--- src/rtl/button_conditioner.sv ---
// Conditions six active-low board buttons into debounced levels and one-cycle press pulses.
// Define BTN_LONG_PRESS_EN to make the reset/test channels fire only after a long hold.
module button_conditioner #(
    parameter int DEBOUNCE_CYCLES   = 500000,
    parameter int LONG_PRESS_CYCLES = 250000000
) (
    input  logic       clk,
    input  logic       reset,
    input  logic       raw_salud,
    input  logic       raw_energia,
    input  logic       raw_hambre,
    input  logic       raw_diversion,
    input  logic       raw_reset,
    input  logic       raw_test,
    output logic       btn_salud,
    output logic       btn_energia,
    output logic       btn_hambre,
    output logic       btn_diversion,
    output logic       btn_reset,
    output logic       btn_test,
    output logic [5:0] btn_held
);

    localparam int NUM_CH = 6;
    localparam int DW     = $clog2(DEBOUNCE_CYCLES + 1);
`ifdef BTN_LONG_PRESS_EN
    localparam int EDGE_CH = 4;
    localparam int HW      = $clog2(LONG_PRESS_CYCLES + 1);

    typedef enum logic [1:0] {IDLE, HOLDING, FIRED} hold_state_t;
`else
    localparam int EDGE_CH = NUM_CH;
`endif

    if (DEBOUNCE_CYCLES < 1 || LONG_PRESS_CYCLES < 1) begin : g_param_check
        $error("button_conditioner: cycle parameters must be at least 1");
    end

    logic [NUM_CH-1:0] raw_vec;
    logic [NUM_CH-1:0] pressed_raw;
    logic [NUM_CH-1:0] sync1_reg;
    logic [NUM_CH-1:0] sync2_reg;
    logic [NUM_CH-1:0] deb_reg;
    logic [NUM_CH-1:0] pulse;

    assign raw_vec     = {raw_test, raw_reset, raw_diversion, raw_hambre, raw_energia, raw_salud};
    // Inverting ahead of the first flop is equivalent to inverting after the
    // chain, and lets every flop reset to 0 meaning "released".
    assign pressed_raw = ~raw_vec;

    always_ff @(posedge clk) begin
        if (reset) begin
            sync1_reg <= '0;
            sync2_reg <= '0;
        end else begin
            sync1_reg <= pressed_raw;
            sync2_reg <= sync1_reg;
        end
    end

    genvar gi;
    generate
        for (gi = 0; gi < NUM_CH; gi++) begin : g_debounce
            logic [DW-1:0] cnt_reg;
            logic [DW-1:0] cnt_inc;

            assign cnt_inc = cnt_reg + DW'(1);

            // Accept the new level on the cycle the mismatch count hits the limit.
            always_ff @(posedge clk) begin
                if (reset) begin
                    cnt_reg    <= '0;
                    deb_reg[gi] <= 1'b0;
                end else if (sync2_reg[gi] == deb_reg[gi]) begin
                    cnt_reg <= '0;
                end else if (cnt_inc == DW'(DEBOUNCE_CYCLES)) begin
                    cnt_reg    <= '0;
                    deb_reg[gi] <= sync2_reg[gi];
                end else begin
                    cnt_reg <= cnt_inc;
                end
            end
        end

        for (gi = 0; gi < EDGE_CH; gi++) begin : g_edge
            logic deb_prev_reg;
            logic pulse_reg;

            always_ff @(posedge clk) begin
                if (reset) begin
                    deb_prev_reg <= 1'b0;
                    pulse_reg    <= 1'b0;
                end else begin
                    deb_prev_reg <= deb_reg[gi];
                    pulse_reg    <= deb_reg[gi] & ~deb_prev_reg;
                end
            end

            assign pulse[gi] = pulse_reg;
        end

`ifdef BTN_LONG_PRESS_EN
        for (gi = EDGE_CH; gi < NUM_CH; gi++) begin : g_long
            hold_state_t   state_reg;
            hold_state_t   state_next;
            logic [HW-1:0] hold_cnt_reg;
            logic [HW-1:0] hold_cnt_next;
            logic          fire;

            always_ff @(posedge clk) begin
                if (reset) begin
                    state_reg    <= IDLE;
                    hold_cnt_reg <= '0;
                end else begin
                    state_reg    <= state_next;
                    hold_cnt_reg <= hold_cnt_next;
                end
            end

            always_comb begin
                state_next    = state_reg;
                hold_cnt_next = hold_cnt_reg;
                fire          = 1'b0;

                // Counter saturates at the limit so a long hold never repeats.
                if (!deb_reg[gi]) begin
                    hold_cnt_next = '0;
                end else if (hold_cnt_reg != HW'(LONG_PRESS_CYCLES)) begin
                    hold_cnt_next = hold_cnt_reg + HW'(1);
                end

                case (state_reg)
                    IDLE: begin
                        if (deb_reg[gi]) begin
                            state_next = HOLDING;
                        end
                    end
                    HOLDING: begin
                        if (hold_cnt_reg == HW'(LONG_PRESS_CYCLES)) begin
                            fire       = 1'b1;
                            state_next = FIRED;
                        end else if (!deb_reg[gi]) begin
                            state_next = IDLE;
                        end
                    end
                    FIRED: begin
                        if (!deb_reg[gi]) begin
                            state_next = IDLE;
                        end
                    end
                    default: state_next = IDLE;
                endcase
            end

            assign pulse[gi] = fire;
        end
`endif
    endgenerate

    assign btn_salud     = pulse[0];
    assign btn_energia   = pulse[1];
    assign btn_hambre    = pulse[2];
    assign btn_diversion = pulse[3];
    assign btn_reset     = pulse[4];
    assign btn_test      = pulse[5];
    assign btn_held      = deb_reg;

endmodule

--- config.mk ---
export PLATFORM = sky130hd
export DESIGN_NAME = button_conditioner
export DESIGN_NICKNAME = d
export VERILOG_FILES = /design/src/rtl/button_conditioner.sv
export SDC_FILE = /design/constraint.sdc
export NUM_CORES = 1
export LEC_CHECK = 0
export CAP_MARGIN = 20
export CORE_UTILIZATION = 41
export DETAILED_ROUTE_END_ITERATION = 6
export HOLD_SLACK_MARGIN = 0.08
export SLEW_MARGIN = 5
export SYNTH_ARGS = -nofsm -noshare
export SYNTH_HDL_FRONTEND = slang
export SYNTH_SLANG_ARGS = --single-unit
--- constraint.sdc ---
create_clock -name clk -period 3.35 [get_ports clk]
set_clock_uncertainty 0.05 [all_clocks]
set_input_delay 0.5025 -clock clk [delete_from_list [all_inputs] [get_ports clk]]
set_output_delay 0.5025 -clock clk [all_outputs]
set_load 0.01 [all_outputs]
==> impl_metrics.toml, run 1 <==
[worst_setup_path]
critPathTopFamily = "simple AND/OR/NAND/NOR gates"
r2r_cells = 6
cpPeakStageDelay_ps = 750
critPathBufInv = 0
worstPathRequired_ps = 3650
critical_path.startpoint_type = "register"
cp_num_cells = 6
cp_common_cell = "mux2i_1"
endpoint_kind = "register"
worstPathCellList = "nand3_1 > or4_2 > mux2i_1 > a2111o_1 > nor4_4 > mux2i_1"
critical_path_class = "register to register"
critical_path.max_fanout = 10
critPathArrivalTime_ps = 3160
crit_slowest_cell = "or4_2"

[synthesis]
synth.yosys.warnings = 0
synth.distinct_cells = 63
synthCells = 851
yosys.area.top_type = "dfxtp_1"
muxShareOfSynthArea_pct = 2.08
synth_area_leaders = "dfxtp_1 (40%), xnor2_1 (6.9%), nor3_1 (5.4%)"
ys_ff_latch = 144
synth-seq-area-share_pct = 39.6
synth_nets = 870
synth.top_cell.area_share_pct = 39.6
synth-adder-area-share_pct = 1.89
synthFlopType = "dfxtp_1"
syn-cell-area_sq_mm = 0.00728
synth_xor_area_share_pct = 12.3
syn_area_per_cell_sq_um = 8.55
synth_compound_area_share_pct = 8.80
synth_top_family_by_area = "simple AND/OR/NAND/NOR gates"
async_reset_ff_share_pct = 0
synth_edf_count = 0
synthSimpleGateAreaFrac_pct = 31.7

[routing]
dr_total_vias = 5743
route.detailed.drc = 0
routed_wl_mm = 14.1
drt_iter0_drc = 214
drtPass1Iterations = 5
drtAntennaViolNets = 0
avgViaCountPerCell = 5.25
routedWlPerCell_um = 12.9

[pwr]
power_density_mw_per_mm2 = 477
ir_drop_mv = 0.356
power_w = 0.00397
power.leakage_nw = 2.68

[finish]
antenna_cells = 0
drive_gt1_share_pct = 6.44
final_cell_mix = "dfxtp_1 (144), nor3_1 (79), nor2_1 (79)"
final_common_cell = "dfxtp_1"
area_growth_pct = 14.6
nNetsFinal = 875
largest_reg_flops = 114

[floorplan]
die_w_um = 135
start_util_pct = 42.1
die_y_um = 135
coreArea_sq_mm = 0.0173
placement_rows = 48
ios = 20
dieArea_sq_mm = 0.0183

[global_routing]
overflow = 0
grt_max_degree = 31
grt_pass1_vias = 5207
track_usage_pct = 16.5
grt_pass1_wl_mm = 24.2
antenna_found_initial = 0

[clock_tree]
clockRootBuffer = "clkbuf_16"
cts.repair.resized = 0
cts_hold_buf = 0
htreeDepth = 4
cts_sinks = 144
path_clk_slew_ps = 60
clk_latency_ps = 420
cts_tree = "built"
cts_buffer_depth = 2
cts_buffers = 17
post_cts_buffers = 0

[timing]
rsz0062_at_grt = "no"
worst_slew_pin_slew_ps = 768
min_period_ps = 2860
min_period_over_period_pct = 85.3
finalHoldViolCount = 0
fin_setup_tns_ps = 0
fmax_mhz = 350
relSlewSlack_pct = 48.8
setup_viol = 0
slew_viol_final = 0

[job]
cap_violations = 0

[placed_design]
hpwlAfterDp_mm = 9.68
port_buffers = 19
gp_congestion = 0.821

[worst_hold_path]
whs_path_depth = 1
min_path_type = "register to register"

[run_status]
status = "finished, final reports clean"
## cell type report
class	instances	area, sq um
Sequential cell	144	2880
Clock inverter	11	233
Timing Repair Buffer	28	258
Fill cell	1679	8960
Multi-Input combinational cell	639	4130
Tap cell	225	282
Clock buffer	21	460
Inverter	26	97.6
## worst reg2reg max path: stages (launching register included)
cell	delay [ps]
dfxtp_1	490
nand3_1	200
or4_2	750
mux2i_1	160
a2111o_1	330
nor4_4	570
mux2i_1	230
## power by group
part           total [W]  switching (W)  leakage, nW  internal [W]
combinational  0.0000375      0.0000201         1.18     0.0000173
clock            0.00221       0.000703        0.337       0.00151
sequential       0.00173     0.00000569         1.16       0.00172
total            0.00397       0.000729         2.68       0.00325
## final timing paths
kind,start,to,slack (ps)
setup / recovery,g_debounce[4].cnt_reg[10],btn_held[4],490
hold reg to reg,g_edge[3].deb_prev_reg,btn_diversion,330
setup reg to reg,g_debounce[4].cnt_reg[10],btn_held[4],490
hold / removal,g_edge[3].deb_prev_reg,btn_diversion,330
## metal layers
| metal | wire, um | vias to the layer above | part of all wire [%] | global-route usage, % |
|---|---|---|---|---|
| met2 | 6400 | 83 | 45 | 26.0 |
| met3 | 433 | 23 | 3.1 | 4.15 |
| met1 | 7040 | 2602 | 50 | 21.2 |
| met4 | 237 | 0 | 1.7 | 6.99 |
| met5 | 0 | - | 0 | 0 |
| li1 | - | 3035 | - | - |
## Yosys cell counts, types with 8 or more instances
library cell and n:
and4_1 11, and3_1 15, buf_2 8, xnor2_1 57, clkbuf_1 29, or3_1 10, xor2_1 45, nor3_1 79
a211oi_1 13, dfxtp_1 144, inv_1 26, and2_1 9, nor2_1 79, mux2i_1 14, nor3b_1 15, nand2b_1 23
nor2b_1 13, nand4_1 28, a21oi_1 8, nand3_1 51, ha_1 11, nand2_1 47, nor4_1 18, o21ai_0 16
## metrics by stage
step           util, %  setup WS (ps)  std cells  instance area, sq um  hold slack [ps]
2_1_floorplan        -            602        851                  7280              318
3_3_place_gp      44.2            498       1062                  7650              322
3_5_place_dp      44.2            479       1062                  7650              322
4_1_cts           48.2            462       1094                  8340              331
5_1_grt           48.2            296       1094                  8340              335
6_report          48.2            493       1094                  8340              328
## kinds of logic after synthesis
family                   after synthesis
buffers and inverters                 68
flip-flops                           144
XOR/XNOR                             102
AND/OR/NAND/NOR                      424
multiplexers                          15
AO/OA/AOI/OAI                         87
adder cells (fa/ha/maj)               11
Power figures use the tool's default switching activity.
==> run 2: changes to the inputs <==
Settings changed: CORE_UTILIZATION 41 to 50, CTS_CLUSTER_SIZE set to 10, PLACE_DENSITY set to 0.67.
==> run 2 against run 1 <==
  * Worst setup slack worse by 35 ps
  * Final cell count decreased by 4.4%
  * Core utilization is 10 points higher
  * Register-to-register slack got worse by 40 ps
  * Sequential power about the same
  * Critical endpoint is now btn_held[2]
  * Maximum frequency decreased by 1.2%
  * Clock-buffer cell count stayed put
  * Flip-flop and latch count is the same
  * Critical path type unchanged
  * Non-clock buffer count fell by 3
  * Critical path depth grew 1
  * First-iteration DRC count is 110% higher
==> impl_metrics.toml, run 2 (synthesized netlist as in run 1, its figures left out) <==
[worst_setup_path]
reg2reg_setup_slack_ps = 460
critPathTopFamily = "simple AND/OR/NAND/NOR gates"
critical_path_class = "register to register"
endpoint_kind = "register"
worstPathCellList = "ha_1 > nand4_1 > o31a_1 > a2111oi_0 > nand4_1 > nor4_4 > mux2i_1"
cpPeakStageDelay_ps = 460
critical_path.startpoint_type = "register"
critPathArrivalTime_ps = 3190
critPathBufInv = 0
critical_path.max_fanout = 9
cp_common_cell = "nand4_1"
worstPathRequired_ps = 3650
crit_slowest_cell = "nor4_4"

[timing]
fin_setup_tns_ps = 0
relSlewSlack_pct = 48.3
min_period_ps = 2890
setup_viol = 0
slew_viol_final = 0
min_period_over_period_pct = 86.3
rsz0062_at_grt = "no"
worst_slew_pin_slew_ps = 775
fmax_mhz = 346
finalHoldViolCount = 0

[routing]
routedWlPerCell_um = 14.0
route.detailed.drc = 0
drtAntennaViolNets = 0
drt_iter0_drc = 444
drtPass1Iterations = 5
dr_total_vias = 5956
routed_wl_mm = 14.6
avgViaCountPerCell = 5.69

[floorplan]
coreArea_sq_mm = 0.0140
die_y_um = 123
die_w_um = 123
placement_rows = 43
start_util_pct = 51.8
dieArea_sq_mm = 0.0150
ios = 20

[finish]
largest_reg_flops = 114
area_growth_pct = 12.6
drive_gt1_share_pct = 6.12
antenna_cells = 0
nNetsFinal = 872
fin_util_pct = 58.3
final_cell_mix = "dfxtp_1 (144), nor3_1 (79), nor2_1 (79)"
final_common_cell = "dfxtp_1"

[clock_tree]
path_clk_slew_ps = 60
htreeDepth = 4
cts_tree = "built"
clockRootBuffer = "clkbuf_16"
cts_buffers = 17
cts.repair.resized = 0
cts_hold_buf = 0
cts_sinks = 144
cts_buffer_depth = 2
post_cts_buffers = 0
clk_latency_ps = 420

[global_routing]
antenna_found_initial = 0
grt_pass1_wl_mm = 25.0
grt_pass1_vias = 5471
grt_max_degree = 31
track_usage_pct = 20.8
overflow = 0

[pwr]
ir_drop_mv = 0.553
power.leakage_nw = 2.63
power_density_mw_per_mm2 = 456

[placed_design]
gp_congestion = 0.875
hpwlAfterDp_mm = 10.1
port_buffers = 19

[job]
cap_violations = 0

[run_status]
status = "finished, final reports clean"

[worst_hold_path]
min_path_type = "register to register"
==> run 2: changes by cell type in the layout (fill, tap and decap cells not counted), sizes merged <==
cell    before  now
bufinv       7    4
buf          9    6
clkinv       3    6
==> run 2: metal layers <==
layer | track usage, % | part of all wire, %
met5 | 0 | 0
met4 | 6.94 | 1.3
met3 | 5.72 | 4.5
met2 | 34.0 | 47
met1 | 26.3 | 47
==> run 2: cell type report <==
| type | count | area, sq um |
|---|---|---|
| timing repair buffer | 25 | 235 |
| multi-input combinational | 639 | 4130 |
| fill | 1237 | 5850 |
| tap | 180 | 225 |
| clock buffer | 21 | 460 |
| inverter | 26 | 97.6 |
| clock inverter | 11 | 161 |
| sequential | 144 | 2880 |
==> run 2: stage by stage <==
stage / instances / hold WS, ps / total power [W] / cell area, sq um / setup slack (ps)
final: 1046 / 331 / 0.00374 / 8190 / 458
after CTS: 1046 / 335 / 0.00378 / 8190 / 467
after floorplan: 851 / 318 / 0.00179 / 7280 / 602
after global placement: 1014 / 319 / 0.00180 / 7570 / 621
after global routing: 1046 / 342 / 0.00387 / 8190 / 175
after detailed placement: 1014 / 326 / 0.00180 / 7570 / 492
==> run 2: final timing paths <==
| check | start | end | depth (start not counted) |
|---|---|---|---|
| setup / recovery | g_debounce[2].cnt_reg[0] | btn_held[2] | 7 |
| hold / removal | g_edge[4].deb_prev_reg | btn_reset | 1 |
| setup reg to reg | g_debounce[2].cnt_reg[0] | btn_held[2] | 7 |
| hold reg to reg | g_edge[4].deb_prev_reg | btn_reset | 1 |
==> run 2: worst register-to-register path, delay by kind of cell (launching register included) <==
family / cells / cell delay, ps
muxes: 1 / 240
AOI/OAI and AO/OA: 2 / 810
DFF: 1 / 410
adders and majority gates: 1 / 290
and+or+nand+nor: 3 / 1020
==> run 2: report_power, final <==
part	internal [W]	switching, W
clock network	0.00128	0.000696
registers	0.00172	0.00000561
logic	0.0000170	0.0000198
